**src/rtl/counter_pkg.sv**
```systemverilog
// Shared types and defaults for the counter library.
// Holds the down-counter state encoding and the default WIDTH/PRESCALE values.
package counter_pkg;

  typedef enum logic [1:0] {
    IDLE = 2'd0,
    RUN  = 2'd1,
    DONE = 2'd2
  } state_t;

  localparam int DEFAULT_WIDTH    = 4;
  localparam int DEFAULT_PRESCALE = 4;

endpackage

```
**src/rtl/down_prescaler.sv**
```systemverilog
// Free-running 0..PRESCALE-1 divider that emits a one-cycle tick on its wrap cycle.
// Only built into sync_down_counter when PRESCALE_EN is defined.
module down_prescaler
  import counter_pkg::*;
#(
  parameter int PRESCALE = DEFAULT_PRESCALE
) (
  input  logic clk,
  input  logic reset,
  input  logic clr,
  output logic tick
);

  localparam int PW = (PRESCALE > 1) ? $clog2(PRESCALE) : 1;
  localparam logic [PW-1:0] LAST = PW'(PRESCALE - 1);

  logic [PW-1:0] pre_reg;

  always_ff @(posedge clk) begin
    if (reset || clr) begin
      pre_reg <= '0;
    end else if (pre_reg == LAST) begin
      pre_reg <= '0;
    end else begin
      pre_reg <= pre_reg + PW'(1);
    end
  end

  assign tick = (pre_reg == LAST);

endmodule

```
**src/rtl/sync_down_counter.sv**
```systemverilog
// Loadable down-counter/timer with one-shot or periodic reload and a terminal-count pulse.
// Optional macro PRESCALE_EN: decrement/reload only every PRESCALE clock cycles.
module sync_down_counter
  import counter_pkg::*;
#(
  parameter int WIDTH    = DEFAULT_WIDTH,
  parameter int PRESCALE = DEFAULT_PRESCALE
) (
  input  logic             clk,
  input  logic             reset,
  input  logic             load,
  input  logic [WIDTH-1:0] load_val,
  input  logic             start,
  input  logic             stop,
  input  logic             auto_reload,
  output logic [WIDTH-1:0] count,
  output logic             busy,
  output logic             done,
  output logic             tc
);

  if (PRESCALE < 1) begin : g_bad_prescale
    $error("sync_down_counter: PRESCALE must be >= 1");
  end

  state_t           state_reg, state_next;
  logic [WIDTH-1:0] count_reg, count_next;
  logic [WIDTH-1:0] reload_reg, reload_next;
  logic             tc_reg, tc_next;
  logic             tick;

`ifdef PRESCALE_EN
  down_prescaler #(
    .PRESCALE(PRESCALE)
  ) u_prescaler (
    .clk  (clk),
    .reset(reset),
    .clr  (load | start | stop),
    .tick (tick)
  );
`else
  assign tick = 1'b1;
`endif

  always_ff @(posedge clk) begin
    if (reset) begin
      state_reg <= IDLE;
    end else begin
      state_reg <= state_next;
    end
  end

  always_ff @(posedge clk) begin
    if (reset) begin
      count_reg  <= '0;
      reload_reg <= '0;
      tc_reg     <= 1'b0;
    end else begin
      count_reg  <= count_next;
      reload_reg <= reload_next;
      tc_reg     <= tc_next;
    end
  end

  // Strobe priority: load > stop > start > decrement. A start with an empty
  // reload register is treated as if it were absent.
  always_comb begin
    state_next  = state_reg;
    count_next  = count_reg;
    reload_next = reload_reg;
    tc_next     = 1'b0;
    if (load) begin
      reload_next = load_val;
      count_next  = load_val;
      if (state_reg == DONE) begin
        state_next = IDLE;
      end
    end else if (stop) begin
      state_next = IDLE;
    end else if (start && (reload_reg != '0)) begin
      count_next = reload_reg;
      state_next = RUN;
    end else if ((state_reg == RUN) && tick) begin
      if (count_reg == '0) begin
        if (auto_reload) begin
          count_next = reload_reg;
        end else begin
          state_next = DONE;
        end
      end else begin
        count_next = count_reg - WIDTH'(1);
        if (count_reg == WIDTH'(1)) begin
          tc_next = 1'b1;
          if (!auto_reload) begin
            state_next = DONE;
          end
        end
      end
    end
  end

  always_comb begin
    busy = (state_reg == RUN);
    done = (state_reg == DONE);
  end

  assign count = count_reg;
  assign tc    = tc_reg;

endmodule
```
**config.mk**
```make
export PLATFORM = sky130hd
export DESIGN_NAME = sync_down_counter
export DESIGN_NICKNAME = d
export VERILOG_FILES = /design/src/rtl/counter_pkg.sv /design/src/rtl/down_prescaler.sv /design/src/rtl/sync_down_counter.sv
export SDC_FILE = /design/constraint.sdc
export NUM_CORES = 1
export LEC_CHECK = 0
export ABC_AREA = 1
export CORE_ASPECT_RATIO = 1.1
export CORE_MARGIN = 1
export CORE_UTILIZATION = 42
export DETAILED_ROUTE_END_ITERATION = 7
export PLACE_DENSITY_LB_ADDON = 0.12
export SYNTH_ARGS = -nofsm -noshare
export SYNTH_HDL_FRONTEND = slang
export SYNTH_HIERARCHICAL = 1
export SYNTH_SLANG_ARGS = --single-unit
export TNS_END_PERCENT = 100
```
**constraint.sdc**
```tcl
create_clock -name clk -period 1.2 [get_ports clk]
set_input_delay 0.3 -clock clk [delete_from_list [all_inputs] [get_ports clk]]
set_output_delay 0.3 -clock clk [all_outputs]
set_load 0.03 [all_outputs]
```
# Yosys cells after proc, flatten, opt, wreduce, memory -nomap -nowiden
# Index checks and enable logic that the tools add are counted.
dict set report totals {
  register_bits 11
  input_bits 10
  output_inout_bits 7
  word_cells 36
}
dict set report classes {
  n_addsub 1
  n_eq_ne 6
  muxes 15
  bitwise_logic 1
  n_reduce_logical 9
}
# op n
set ops {}
lappend ops {{$mux W4} 6}
lappend ops {{$mux W2} 8}
lappend ops {{$reduce_bool A4 Y1} 2}
lappend ops {{$reduce_and A3 Y1} 2}
lappend ops {{$reduce_or A6 Y1} 1}
lappend ops {{$reduce_bool A5 Y1} 1}
lappend ops {{$eq A4 B1 Y1 const B} 1}
lappend ops {{$logic_not A4 Y1} 1}
lappend ops {{$ne A4 B4 Y1 const B} 1}
lappend ops {{$sub A4 B1 Y4 const B} 1}
lappend ops {{$reduce_bool A3 Y1} 1}
lappend ops {{$eq A2 B1 Y1 const B} 1}
lappend ops {{$eq A2 B2 Y1 const B} 1}
lappend ops {{$ne A2 B1 Y1 const B} 1}
lappend ops {{$ne A2 B2 Y1 const B} 1}
lappend ops {{$logic_and A1 B1 Y1} 1}
lappend ops {{$mux W1} 1}
lappend ops {{$not A1 Y1} 1}

# Depth between registers and ports, before layout
dict set report logic_depth {
  depth_word 7
  ltp_mapped 10
  depth_no_buf 10
}

# Worst setup path before layout
# Ideal clock, no wire load.
dict set report synth_timing {
  path_kind {reg2reg}
  startpoint {register count_reg[0], in the netlist count[0]}
  endpoint {register count_reg[2], in the netlist count[2]}
  setup_ns 0.111
  arrival_time_ns 1.380
  required_ns 1.089
  slack_ns -0.291
  path_stages_with_launch 11
  n_path_buf 0
  period_less_slack_ns 1.491
  path_cell_list {dfxtp_1 -> inv_1 -> ha_1 -> nand3_1 -> nand2_1 -> nand2_2 -> nand2_2 -> nand3_1 -> nand2_1 -> nor2_1 -> nor2_1}
}
dict set report synth_between {
  elab_chain_len 6
  word_cells_on_any_way 9
  classes_between {add/sub (1); eq/ne (1); mux (5); reduce/logical (2)}
}
# item line
set synth_lines {}
lappend synth_lines {{from (decl)} sync_down_counter.sv:27} ;# logic [WIDTH-1:0] count_reg, count_next;
lappend synth_lines {{from (signal assigned)} sync_down_counter.sv:59} ;# count_reg <= count_next;
lappend synth_lines {{$sub A4 B1 Y4 / $logic_not A4 Y1 (equally long branches)} {sync_down_counter.sv:91, sync_down_counter.sv:84}}
lappend synth_lines {{$mux W4} sync_down_counter.sv:84} ;# if (count_reg == '0) begin
lappend synth_lines {{$mux W4} sync_down_counter.sv:83} ;# end else if ((state_reg == RUN) && tick) begin
lappend synth_lines {{$mux W4} sync_down_counter.sv:80} ;# end else if (start && (reload_reg != '0)) begin
lappend synth_lines {{$mux W4} sync_down_counter.sv:78} ;# end else if (stop) begin
lappend synth_lines {{$mux W4} sync_down_counter.sv:72} ;# if (load) begin
# Parallel ways exist; a longest one is shown, timed or not. The select of a mux whose other input is x is not followed.
# A chain may end at the register's enable or synchronous reset.

# Worst setup path after layout
dict set report layout_timing {
  startpoint {register count_reg[1], in the netlist count[1]}
  endpoint {register count_reg[0], in the netlist count[0]}
}
dict set report layout_between {
  elab_chain_len 6
  word_cells_on_any_way 8
  classes_between {eq/ne (1); mux (5); reduce/logical (2)}
}
# item line
set layout_lines {}
lappend layout_lines {{$logic_not A4 Y1 (*)} sync_down_counter.sv:84}
lappend layout_lines {{$mux W4} sync_down_counter.sv:84}
lappend layout_lines {{$mux W4} sync_down_counter.sv:83}
lappend layout_lines {{$mux W4} sync_down_counter.sv:80}
lappend layout_lines {{$mux W4} sync_down_counter.sv:78}
lappend layout_lines {{$mux W4} sync_down_counter.sv:72}
# Mark *: on every way between the ends. The rest lies on a longest branch, timed or not. The select of a mux whose other input is x is not followed.

==> impl_metrics.ini <==
[routing]
first_pass_iters = 4
drt-total-wl_um = 2230
drtIter0Drc = 31
via_per_inst = 5.23
drc = 0
ant_nets = 0
dr_total_vias = 857
wl_per_cell_um = 13.6

[critical_path]
timing.rr.start = count[1]
cp_max_fo = 4
critPathRequiredTime_ps = 1380
r2r_cells = 9
arrival_ps = 1450
end_kind = register
critical_path_class = reg -> reg
r2r-end = count[0]
r2r_setup_slack_ps = -70
setup.worst_path.start = count[1]
cp-start-kind = register

[power_and_ir_drop]
p_per_area_nw_per_um2 = 1020
ir_drop_uv = 753
p_leak_nw = 0.546

[timing]
period_share_pct = 106
slew_headroom_pct = 74.3
finalClockSkew_ps = 2.24
hold_violations = 0
fmax_mhz = 784
worst_pin_slew_ps = 381
setup_viol = 9
rsz0062_at_grt = yes
final_max_slew_viol_count = 0
tns_ps = -321
period_minus_slack_ps = 1270
worst_slack_ps = -74.8

[run]
cap_violations = 0

[final_layout]
final_nets = 161
final_layout_size_suffix_gt1_share_pct = 43.9
num_antenna_cells = 0
design_area_um2 = 1160
area_growth_pct = 70.6
fin_cells = 164
n_fill_cell = 104

[global_routing]
grt_pass1_wl_um = 3190
track_usage_pct = 26.0
grt-ovfl-total = 0
antenna_found_initial = 0
grt_pass1_vias = 787
grt_max_degree = 9

[placement]
numPortBuffers = 16
gp_congestion = 0.937
hpwl_um = 1420
place_area_um2 = 992
dpl.cell_count = 155

[synth]
yosys-top-cells-count = nand2_1, inv_1, nand3_1, nor2_1, dfxtp_1
synth_seq_cells = 11
synth.net_count = 119
synth_area_leader_cell = dfxtp_1
avgSynthCellArea_um2 = 6.37
ys_types = 18
synthTopCellsByArea = dfxtp_1, nand2_1, nand3_1
ys.flop_type = dfxtp_1
ys_seq_area_share_pct = 32.3
synth_edf_count = 0
yosysWarnings = 6
synth_most_common_cell = nand2_1
syn_area_um2 = 682
postSynthCellCount = 107
post-synth-top-area-fraction_pct = 32.3
ys_async_sr_fraction_pct = 0

[cts]
h-tree-depth = 1
clk_latency_ps = 280
path_clk_slew_ps = 80
cts_tree = done
ctsLongestPathBuffers = 2
root_buffer = clkbuf_4
cts-buffers-inserted = 3
cts.sinks = 11

[run_status]
status = finished with violations
violations = negative setup slack

[worst_hold_path]
hold-path-endpoint = state_reg[0]
hold_path_depth = 3
hp-start = start
hold_class = in -> reg

[die]
io_pins = 17
initial_core_util_pct = 47.5
rows = 14
die_w_um = 40.4
die_h_um = 44.3
dieArea_um2 = 1790
core_area_um2 = 1440
-- worst max-delay path by stage --
| stage | to | slack [ps] | cells past startpoint |
|---|---|---|---|
| 6_report | count[0] | -70 | 9 |
| 5_1_grt | count[2] | -130 | 10 |
| 4_1_cts | count[1] | -80 | 9 |
| 3_5_place_dp | state_reg[0] | -350 | 6 |
| 3_3_place_gp | state_reg[0] | -320 | 6 |
| 2_1_floorplan | count[2] | -20 | 10 |
-- worst max-delay path, cell delays in order, from the launching register on --
cell and delay (ps):
dfxtp_4 360, inv_4 70, ha_4 150, nand3_2 80
nand2_2 90, nand2_4 60, nand2_4 100, nand2_4 60
o21ai_2 140, nor2_1 60
-- layout by cell type (no fill, tap or decap) --
cell	instances
nand2_1	23
buf_4	20
nand3_1	11
nor2_1	10
inv_1	9
buf_6	8
clkdlybuf4s50_1	7
a21oi_1	6
nand2_2	6
dfxtp_1	5
nor2_4	4
nand2_4	4
nand4_1	3
clkbuf_4	3
dfxtp_4	3
dfxtp_2	3
inv_2	2
inv_4	2
nor2_2	2
nand3_2	2
a21oi_2	2
o21ai_2	2
clkinv_1	1
o21ai_0	1
nor3_1	1
o21ai_1	1
xnor2_1	1
a31oi_1	1
ha_4	1
ha_2	1
clkbuf_1	1
dlygate4sd2_1	1
dlymetal6s2s_1	1
-- layout make-up --
| type | instances | area (um2) | share of cell area (%) |
|---|---|---|---|
| clock buffers | 4 | 26.3 | 2.26 |
| inverters | 14 | 57.6 | 4.95 |
| multi-input cells | 82 | 493 | 42.4 |
| flip-flops and latches | 11 | 235 | 20.2 |
| well taps | 16 | 20.0 | 1.72 |
| repair buffers | 37 | 332 | 28.5 |
-- report_power, final --
group	internal (mW)	total, mW	switching, mW
Sequential	0.393	0.417	0.0242
Combinational	0.226	0.500	0.273
Clock	0.129	0.276	0.146
Total	0.749	1.19	0.444
-- logic make-up (layout without fill, tap and decap cells) --
family | count (synthesis) | count (layout) | share of synthesized area, %
AO/OA/AOI/OAI | 13 | 13 | 10.8
XOR/XNOR | 1 | 1 | 1.28
flip-flops | 11 | 11 | 32.3
adder cells (fa/ha/maj) | 2 | 2 | 3.67
AND/OR/NAND/NOR | 65 | 66 | 43.1
buffers and inverters | 15 | 55 | 8.81
-- routing by layer --
metal  global-route usage [%]  routed length (um)
met5                        0                   0
met4                     8.67                  27
met3                     4.52                 145
met2                     47.6                1200
met1                     28.5                 856
-- per-stage QoR --
step | hold slack, ps | utilization, % | power [mW] | setup WS (ps)
after CTS | 534 | 78.0 | 1.16 | -79.7
after floorplan | 365 | - | 0.659 | -19.4
final | 403 | 81.0 | 1.19 | -74.8
after global routing | 401 | 81.0 | 1.25 | -128
after detailed placement | 534 | 69.1 | 0.823 | -351
after global placement | 538 | 69.1 | 0.813 | -315
-- repair_timing --
| action | 4_1_cts | 5_1_grt |
|---|---|---|
| gates resized for setup | 27 | 11 |
| endpoints found under the setup margin | 12 | 11 |
| buffers inserted | 3 | 1 |
| cloned | 1 | 0 |
| endpoints found under the hold margin | 0 | 0 |
| pin swaps | 10 | 10 |
| hold buffers | 0 | 0 |
No activity file was read; power rests on OpenSTA's default activity.
